--- config.mk ---
export PLATFORM = sky130hd
export DESIGN_NAME = clk_divider_multi
export DESIGN_NICKNAME = d
export VERILOG_FILES = /design/src/rtl/clk_divider_pkg.sv /design/src/rtl/clk_div_channel.sv /design/src/rtl/clk_divider_multi.sv
export SDC_FILE = /design/constraint.sdc
export NUM_CORES = 1
export LEC_CHECK = 0
export CORE_MARGIN = 5
export CORE_UTILIZATION = 65
export DETAILED_ROUTE_END_ITERATION = 8
export MAX_ROUTING_LAYER = met4
export PLACE_DENSITY_LB_ADDON = 0.1
export SYNTH_ARGS = -nofsm -noshare
export SYNTH_HDL_FRONTEND = slang
export SYNTH_SLANG_ARGS = --single-unit
--- constraint.sdc ---
create_clock -name clk -period 11.01 [get_ports clk]
set_input_delay 2.202 -clock clk [delete_from_list [all_inputs] [get_ports clk]]
set_output_delay 2.202 -clock clk [all_outputs]
set_load 0.02 [all_outputs]
--- src/rtl/clk_divider_pkg.sv ---
// Shared definitions for the multi-channel clock divider.
//   DEF_CNT_W      : default counter/divisor width
//   DIV_BYPASS_MAX : divisors at or below this value run as divide-by-1
//   eff_div()      : maps a programmed divisor to the effective period D
// Optional feature macro: CLK_DIVIDER_MULTI_PHASE_EN (used by the channel/top).
package clk_divider_pkg;

   localparam int unsigned DEF_CNT_W      = 16;
   localparam int unsigned DIV_BYPASS_MAX = 1;

   // Widened to 32 bits so one function serves every CNT_W up to 32.
   function automatic logic [31:0] eff_div(input logic [31:0] div);
      return (div <= 32'(DIV_BYPASS_MAX)) ? 32'd1 : div;
   endfunction

endpackage

--- src/rtl/clk_div_channel.sv ---
// One divider channel: counter, active/staged divisor, pending flag,
// registered tick and divided clock.
// Ports:
//   clk, rst      : system clock, async active-high reset
//   en            : run enable
//   sync_restart  : realign counter, apply any staged divisor now
//   wr            : accepted divisor write for this channel
//   wr_div        : divisor being written
//   wr_phase      : start phase (only with CLK_DIVIDER_MULTI_PHASE_EN)
//   pending       : staged divisor waiting for terminal count
//   tick          : one-cycle pulse when cnt == D-1
//   clk_out       : 1 while cnt >= D/2 (held 0 for D == 1)
//   div           : active divisor
module clk_div_channel
   import clk_divider_pkg::*;
#(
   parameter int unsigned CNT_W       = DEF_CNT_W,
   parameter int unsigned DEFAULT_DIV = 2
) (
   input  logic             clk,
   input  logic             rst,
   input  logic             en,
   input  logic             sync_restart,
   input  logic             wr,
   input  logic [CNT_W-1:0] wr_div,
`ifdef CLK_DIVIDER_MULTI_PHASE_EN
   input  logic [CNT_W-1:0] wr_phase,
`endif
   output logic             pending,
   output logic             tick,
   output logic             clk_out,
   output logic [CNT_W-1:0] div
);

   logic [CNT_W-1:0] cnt_q, cnt_d;
   logic [CNT_W-1:0] div_q, div_d;
   logic [CNT_W-1:0] stage_q, stage_d;
   logic             pending_q, pending_d;
   logic             tick_q, tick_d;
   logic             clk_out_q, clk_out_d;
   logic             en_q, en_d;
   logic [CNT_W-1:0] d_cur, d_nxt, d_max;
   logic             phase_load;
   logic             outs_ok;
`ifdef CLK_DIVIDER_MULTI_PHASE_EN
   logic [CNT_W-1:0] stage_phase_q, stage_phase_d;
`endif

   always_comb begin
      stage_d    = stage_q;
      pending_d  = pending_q;
      div_d      = div_q;
      en_d       = en;
      cnt_d      = cnt_q + CNT_W'(1);
      phase_load = 1'b0;
      d_cur      = CNT_W'(eff_div(32'(div_q)));
`ifdef CLK_DIVIDER_MULTI_PHASE_EN
      stage_phase_d = stage_phase_q;
`endif

      if (wr) begin
         stage_d   = wr_div;
         pending_d = 1'b1;
`ifdef CLK_DIVIDER_MULTI_PHASE_EN
         stage_phase_d = wr_phase;
`endif
      end

      // Staged values are taken from the _d copies on restart so a write
      // accepted in the same cycle is applied at once.
      if (sync_restart) begin
         if (pending_d) begin
            div_d     = stage_d;
            pending_d = 1'b0;
         end
         cnt_d      = '0;
         phase_load = 1'b1;
      end else if (!en || !en_q) begin
         // Idle, or first enabled cycle: hold at 0 so the first tick lands
         // D cycles after enable; a staged divisor can be applied freely.
         if (pending_q) begin
            div_d     = stage_q;
            pending_d = 1'b0;
         end
         cnt_d = '0;
      end else if (cnt_q == d_cur - CNT_W'(1)) begin
         cnt_d = '0;
         if (pending_q) begin
            div_d      = stage_q;
            pending_d  = 1'b0;
            phase_load = 1'b1;
         end
      end

      d_nxt = CNT_W'(eff_div(32'(div_d)));
      d_max = d_nxt - CNT_W'(1);

`ifdef CLK_DIVIDER_MULTI_PHASE_EN
      if (phase_load)
         cnt_d = (stage_phase_d > d_max) ? d_max : stage_phase_d;
      outs_ok = en;
`else
      outs_ok = en && !sync_restart;
`endif
      if (!en)
         cnt_d = '0;

      // Outputs come from the next count so they line up with cnt_q.
      tick_d    = outs_ok && (cnt_d == d_max);
      clk_out_d = outs_ok && (d_nxt > CNT_W'(1)) && (cnt_d >= (d_nxt >> 1));
   end

   always_ff @(posedge clk or posedge rst) begin
      if (rst) begin
         cnt_q     <= '0;
         div_q     <= CNT_W'(DEFAULT_DIV);
         stage_q   <= '0;
         pending_q <= 1'b0;
         tick_q    <= 1'b0;
         clk_out_q <= 1'b0;
         en_q      <= 1'b0;
`ifdef CLK_DIVIDER_MULTI_PHASE_EN
         stage_phase_q <= '0;
`endif
      end else begin
         cnt_q     <= cnt_d;
         div_q     <= div_d;
         stage_q   <= stage_d;
         pending_q <= pending_d;
         tick_q    <= tick_d;
         clk_out_q <= clk_out_d;
         en_q      <= en_d;
`ifdef CLK_DIVIDER_MULTI_PHASE_EN
         stage_phase_q <= stage_phase_d;
`endif
      end
   end

   assign pending = pending_q;
   assign tick    = tick_q;
   assign clk_out = clk_out_q;
   assign div     = div_q;

endmodule

--- src/rtl/clk_divider_multi.sv ---
// Multi-channel programmable clock-enable generator.
// Ports:
//   clk, rst      : system clock, async active-high reset
//   ch_en         : per-channel run enable
//   sync_restart  : realign all channels, apply staged divisors
//   cfg_valid/cfg_ready/cfg_ch/cfg_div : divisor write handshake
//   cfg_phase     : start phase, only with CLK_DIVIDER_MULTI_PHASE_EN
//   tick          : per-channel one-cycle pulse per period
//   clk_out       : per-channel registered divided clock
//   div_cur       : active divisors, ch0 in LSBs
// Optional feature macro: CLK_DIVIDER_MULTI_PHASE_EN.
module clk_divider_multi
   import clk_divider_pkg::*;
#(
   parameter  int unsigned NUM_CH      = 4,
   parameter  int unsigned CNT_W       = DEF_CNT_W,
   parameter  int unsigned DEFAULT_DIV = 2,
   localparam int unsigned CH_W        = (NUM_CH > 1) ? $clog2(NUM_CH) : 1
) (
   input  logic                    clk,
   input  logic                    rst,
   input  logic [NUM_CH-1:0]       ch_en,
   input  logic                    sync_restart,
   input  logic                    cfg_valid,
   output logic                    cfg_ready,
   input  logic [CH_W-1:0]         cfg_ch,
   input  logic [CNT_W-1:0]        cfg_div,
`ifdef CLK_DIVIDER_MULTI_PHASE_EN
   input  logic [CNT_W-1:0]        cfg_phase,
`endif
   output logic [NUM_CH-1:0]       tick,
   output logic [NUM_CH-1:0]       clk_out,
   output logic [NUM_CH*CNT_W-1:0] div_cur
);

   logic [NUM_CH-1:0] pending_w;
   logic [NUM_CH-1:0] wr_w;
   logic              accept;

   // Out-of-range channel numbers are accepted and dropped so a bad
   // address can never stall the config port.
   always_comb begin
      cfg_ready = 1'b1;
      wr_w      = '0;
      for (int unsigned i = 0; i < NUM_CH; i++) begin
         if (32'(cfg_ch) == i)
            cfg_ready = !pending_w[i];
      end
      accept = cfg_valid && cfg_ready;
      for (int unsigned i = 0; i < NUM_CH; i++) begin
         wr_w[i] = accept && (32'(cfg_ch) == i);
      end
   end

   for (genvar g = 0; g < NUM_CH; g++) begin : g_ch
      clk_div_channel #(
         .CNT_W       (CNT_W),
         .DEFAULT_DIV (DEFAULT_DIV)
      ) u_ch (
         .clk          (clk),
         .rst          (rst),
         .en           (ch_en[g]),
         .sync_restart (sync_restart),
         .wr           (wr_w[g]),
         .wr_div       (cfg_div),
`ifdef CLK_DIVIDER_MULTI_PHASE_EN
         .wr_phase     (cfg_phase),
`endif
         .pending      (pending_w[g]),
         .tick         (tick[g]),
         .clk_out      (clk_out[g]),
         .div          (div_cur[g*CNT_W +: CNT_W])
      );
   end

endmodule

Word-level counts from Yosys, hierarchy flattened. Cells that the tools add are included.

Register bits: 208. Logic and storage cells: 178. Bits of input ports: 26.

$lt $le $gt $ge: 16. Add/sub/neg operators: 12. Equal/unequal tests: 11. Multiplexer cells: 72. Reductions and logical operators: 39.

Operator list (number): $mux 16 (48); $eq 16x16->1 (8); $le 16x1->1 const B (8); $sub 16x1->16 const B (8); $add 16x1->16 const B (4); $ge 16x15->1 (4); $gt 16x1->1 const B (4); $mux 1 (24); $logic_and 1x1->1 (21); $logic_not 1->1 (13); $eq 2x2->1 const B (2); $logic_or 1x1->1 (4); $eq 2x1->1 const B (1); $logic_not 2->1 (1).

Depth between registers and ports, before layout.
Depth in word-level cells: 15. Gate-level depth with buffers: 32. Gate-level depth less buffers: 29.

Cells and area by module. A second synthesis with hierarchy kept.

Cells, all modules: 1902. Area, all modules: 16772.3 um^2.

Modules (own cells, without submodules): clk_div_channel (g_ch[0].u_ch ...) (seq. area each 1302.5 um^2, area an instance 4130.2 um^2, cells an instance 477, instances 2); clk_div_channel (g_ch[3].u_ch) (seq. area each 1302.5 um^2, area an instance 4272.8 um^2, cells an instance 479, instances 1); clk_div_channel (g_ch[2].u_ch) (seq. area each 1302.5 um^2, area an instance 4177.8 um^2, cells an instance 462, instances 1); clk_divider_multi (seq. area each 0.0 um^2, area an instance 61.3 um^2, cells an instance 7, instances 1).

Least setup slack after synthesis. Ideal clock, no wire load.

Kind: reg-to-reg. Start: register g_ch[3].u_ch.div_q[11]. End: register g_ch[3].u_ch.tick_q. Path buffers: 3. Setup slack: 4.055 ns. Stages on the path, launching flop included: 27. Arrival time: 6.816 ns. Path through: dfrtp_1 clkbuf_1 or4_4 nor4_2 a21oi_1 ha_1 xnor2_1 a2111oi_0 or4b_1 or4_4 nor4_4 buf_6 buf_4 o21ai_0 a22oi_1 nor2_1 nand4_1 nor2_1 nor2_1 ha_1 nor3b_1 nand4b_1 nor4b_1 or2_1 a211oi_1 o41ai_1 a2111oi_2.

Cells in the longest elaborated chain, start to end: 12. Elaborated cells between the ends (all ways): 18. Classes of those cells: add/sub (2); order compare (2); eq/ne (2); mux (11); reduce/logical (1).

RTL lines: start: declaration (line clk_div_channel.sv:36) `logic [CNT_W-1:0] div_q, div_d;`; start signal: assignment (line clk_div_channel.sv:116) `div_q <= CNT_W'(DEFAULT_DIV);`; start signal: assignment (line clk_div_channel.sv:127) `div_q <= div_d;`; $le 16x1->1 (line clk_divider_pkg.sv:13) `return (div <= 32'(DIV_BYPASS_MAX)) ? 32'd1 : div;`; $mux 16 * (line clk_divider_pkg.sv:13); $sub 16x1->16 * (line clk_div_channel.sv:86) `end else if (cnt_q == d_cur - CNT_W'(1)) begin`; $eq 16x16->1 * (line clk_div_channel.sv:86); $mux 16 * (line clk_div_channel.sv:86); $mux 16 * (line clk_div_channel.sv:78) `end else if (!en || !en_q) begin`; $mux 16 * (line clk_div_channel.sv:71) `if (sync_restart) begin`; named net g_ch[3].u_ch.div_d[12] (line clk_div_channel.sv:36); $le 16x1->1 (line clk_divider_pkg.sv:13); $mux 16 * (line clk_divider_pkg.sv:13); $sub 16x1->16 * (line clk_div_channel.sv:96) `d_max = d_nxt - CNT_W'(1);`; $eq 16x16->1 * (line clk_div_channel.sv:109) `tick_d = outs_ok && (cnt_d == d_max);`; $logic_and 1x1->1 * (line clk_div_channel.sv:109); named net g_ch[3].u_ch.tick_d (line clk_div_channel.sv:39) `logic tick_q, tick_d;`; end signal: assignment (line clk_div_channel.sv:130) `tick_q <= tick_d;`; end: declaration (line clk_div_channel.sv:39).

The timed path passes the listed nets; every way through them passes the cells marked *.

Worst setup path in the final report.
Start: register g_ch[3].u_ch.div_q[12]. End: register g_ch[3].u_ch.tick_q.

Cells in the longest elaborated chain, start to end: 12. Elaborated cells between the ends (all ways): 18. Classes of those cells: add/sub (2); order compare (2); eq/ne (2); mux (11); reduce/logical (1).

RTL lines (line): $le 16x1->1 (clk_divider_pkg.sv:13); $mux 16 (clk_divider_pkg.sv:13); $sub 16x1->16 (clk_div_channel.sv:86); $eq 16x16->1 (clk_div_channel.sv:86); $mux 16 (clk_div_channel.sv:86); $mux 16 (clk_div_channel.sv:78); $mux 16 * (clk_div_channel.sv:71); named net g_ch[3].u_ch.div_d[12] (clk_div_channel.sv:36); $le 16x1->1 (clk_divider_pkg.sv:13); $mux 16 * (clk_divider_pkg.sv:13); $sub 16x1->16 * (clk_div_channel.sv:96); $eq 16x16->1 * (clk_div_channel.sv:109); $logic_and 1x1->1 * (clk_div_channel.sv:109); named net g_ch[3].u_ch.tick_d (clk_div_channel.sv:39).

Marks and branches as above.

==> flow_metrics.env <==
export IMPL_synth_area_leaders="dfrtp_1 30%, ha_1 5.6%, xnor2_1 5.5%, nor2_1 4.2%, nand2_1 4.2%"
export IMPL_routabilityCongestion=0.984
export IMPL_die_area_mm2=0.0295
export IMPL_viasPerCell=6.65
export IMPL_slew_headroom_pct=20.1
export IMPL_num_vias=15927
export IMPL_post_cts_repair_setup_buffers=0
export IMPL_hp_class="register to register"
export IMPL_cellPowerDensity_mw_per_mm2=162
export IMPL_hpwl_um=38000
export IMPL_ctsResizeCount=0
export IMPL_drive_above_1_share_pct=8.60
export IMPL_final_min_clock_period_ns=7.99
export IMPL_drc=1
export IMPL_synth_top_cell_area_share_pct=30.1
export IMPL_drt_pass1_iterations=8
export IMPL_worstMarginPinSlew_ns=1.19
export IMPL_grt_overflow_total=0
export IMPL_finalSetupTns_ns=0
export IMPL_mostFrequentLayoutCells="204 x dfrtp_1, 192 x nor2_1, 188 x nand2_1, 119 x inv_1, 106 x xnor2_1"
export IMPL_synthAdderAreaFrac_pct=5.60
export IMPL_cts_tree="yes"
export IMPL_maxCapViolCount=0
export IMPL_rows=59
export IMPL_clkTransAtPathRegs_ns=0.06
export IMPL_routed_wl_um=52000
export IMPL_peakVddDrop_uv=141
export IMPL_setup_viol=0
export IMPL_ys_flop_type="dfrtp_1"
export IMPL_area_growth_syn_to_layout_pct=11.1
export IMPL_critPathMaxFanout=28
export IMPL_seq_area_frac_synth_pct=30.7
export IMPL_synthDistinctLibCells=98
export IMPL_cp_common_cell="nor2_1"
export IMPL_clkLatencyLatePin_ns=0.53
export IMPL_root_buffer="clkbuf_16"
export IMPL_grt_use_total_pct=35.6
export IMPL_critical_path_arrival_ns=8.39
export IMPL_drt_initial_drc_count=1686
export IMPL_holdCritStartpoint="g_ch[2].u_ch.stage_q[6]"
export IMPL_rsz0062_at_grt="no"
export IMPL_fmaxAchievable_mhz=125
export IMPL_clk_path_buf_depth=3
export IMPL_ys_warnings_count=0
export IMPL_cp_data_required_time_ns=11.41
export IMPL_synth_compound_area_share_pct=17.8
export IMPL_leakagePower_nw=7.97
export IMPL_start_util_pct=65.5
export IMPL_crit_chain="or4_4 > nor4_2 > a21oi_1 > ha_1 > xnor2_1 > a2111oi_0 > or4b_1 > or4_4 > nor4_4 > buf_4 > o21ai_0 > a22oi_1 > nor2_1 > nand4_1 > nor2_1 > nor2_1 > ha_1 > nor3b_1 > nand4b_1 > nor4b_1 > or2_1 > a211oi_1 > o41ai_1 > a2111oi_2"
export IMPL_cts_max_level=1
export IMPL_synthMuxAreaShare_pct=7.36
export IMPL_r2r_start="g_ch[3].u_ch.div[12]"
export IMPL_die_x_um=172
export IMPL_synthArstFlopShare_pct=100
export IMPL_fin_crit_sh_pct=72.6
export IMPL_maxSlewViolCount=0
export IMPL_fillers=2013
export IMPL_hold_buffers=0
export IMPL_critPathCaptureType="register"
export IMPL_cp_startpoint="g_ch[3].u_ch.div[12]"
export IMPL_synth_xor_area_share_pct=9.49
export IMPL_nets=2143
export IMPL_final_common_cell="dfrtp_1"
export IMPL_synth_area_mm2=0.0170
export IMPL_synth_edff_count=0
export IMPL_dieHeight_um=172
export IMPL_synth_top_family_by_area="simple AND/OR/NAND/NOR gates"
export IMPL_grt_pass1_wl_um=82200
export IMPL_critPathKind="register to register"
export IMPL_antenna_found_initial=2
export IMPL_outcome="complete, but fails checks"
export IMPL_failed_checks="DRC"
export IMPL_coreArea_mm2=0.0259
export IMPL_synth_seq_cells=208
export IMPL_cts_sinks=208
export IMPL_slowest_stage="nor4b_1"
export IMPL_cts_buffers=24
export IMPL_synth_area_per_cell_um2=8.46
export IMPL_grt_pass1_vias=15299
export IMPL_holdWs_ns=0.500
export IMPL_hold_viol_final=0
export IMPL_startpoint_type="register"
export IMPL_synth_simple_area_share_pct=23.5
export IMPL_final_antenna_net_count=0
export IMPL_clock_skew_ns=0.0168
export IMPL_io_pins=99
export IMPL_synthCells=2007
export IMPL_grt_max_degree=132
export IMPL_syn_nets=2109
export IMPL_cp_slowest_stage_delay_ns=0.64
export IMPL_drt_wirelength_per_cell_um=21.7
export IMPL_numPortBuffers=98
export IMPL_yosys_area_top_type="dfrtp_1"
[cells in the mapped netlist, types with 29 or more instances]
cell type / instances
dfrtp_1: 204
nor2_1: 192
nand2_1: 188
inv_1: 120
xnor2_1: 106
o21ai_0: 82
xor2_1: 78
clkbuf_1: 77
ha_1: 76
mux2i_1: 65
nand3_1: 61
a21oi_1: 58
mux2_2: 50
nor3_1: 38
nand4_1: 34
a21o_1: 32
nand2b_1: 31
o211ai_1: 30
nor2b_1: 29
[power by group]
group,total (mW),switching (mW),internal (mW)
sequential,1.08,0.205,0.871
clock,0.810,0.335,0.475
combinational,1.16,0.674,0.489
total,3.05,1.21,1.84
[stage by stage]
step                power (mW)  util (%)  area (um2)  worst slack, ns  cells
floorplan                 1.83         -       17000             3.13   2007
global route              3.21      72.8       18900             2.34   2396
detailed placement        2.22      69.7       18100             3.00   2350
global placement          2.19      69.7       18100             3.18   2350
CTS                       3.03      72.8       18900             3.17   2394
finish                    3.05      72.8       18900             3.02   2396
[critical path, delay by kind of cell, from the launching register on]
kind | cells | cell delay, ns
and+or+nand+nor | 13 | 4.49
DFF | 1 | 0.48
buffers and inverters | 1 | 0.33
xor gates and xnor gates | 1 | 0.13
adders and majority gates | 2 | 0.55
AOI/OAI and AO/OA | 7 | 1.88
[final cells by class]
| cell class | instances | area [um2] | share of cell area (%) |
|---|---|---|---|
| antenna | 2 | 5.00 | 0.0265 |
| clock buffer | 30 | 663 | 3.51 |
| clock inverter | 14 | 138 | 0.729 |
| inverter | 125 | 477 | 2.53 |
| multi-input combinational | 1565 | 10800 | 57.4 |
| sequential | 208 | 5210 | 27.6 |
| tap | 335 | 419 | 2.22 |
| timing repair buffer | 117 | 1120 | 5.94 |
[path summary, 6_finish.rpt]
check,endpoint,slack [ns],cells past startpoint
worst max-delay path,g_ch[3].u_ch.tick,3.02,24
worst max register to register,g_ch[3].u_ch.tick,3.02,24
worst min register to register,g_ch[2].u_ch.stage_q[6],0.50,2
worst min-delay path,g_ch[2].u_ch.stage_q[6],0.50,2
min in group asynchronous,g_ch[2].u_ch.div[3],2.28,2
max in group asynchronous,g_ch[3].u_ch.stage_q[4],7.12,3
[routing by layer]
metal	global-route usage, %	part of all wire, %
met5	-	0
met3	4.50	7.8
met2	56.5	46
met1	48.1	42
met4	11.2	3.6
[registers in the layout, indices dropped and copies added (netlist names)]
signal             count
g_ch.u_ch.cnt_q       64
g_ch.u_ch.stage_q     64
g_ch.u_ch.pending      4
g_ch.u_ch.en_q         4
g_ch.u_ch.div         64
g_ch.u_ch.clk_out      4
g_ch.u_ch.tick         4
[cell families after synthesis]
kind of cell | Yosys count
adder cells (fa/ha/maj) | 76
XOR/XNOR | 184
flip-flops | 208
multiplexers | 117
AO/OA/AOI/OAI | 422
buffers and inverters | 234
AND/OR/NAND/NOR | 766
Power figures use the tool's default switching activity.
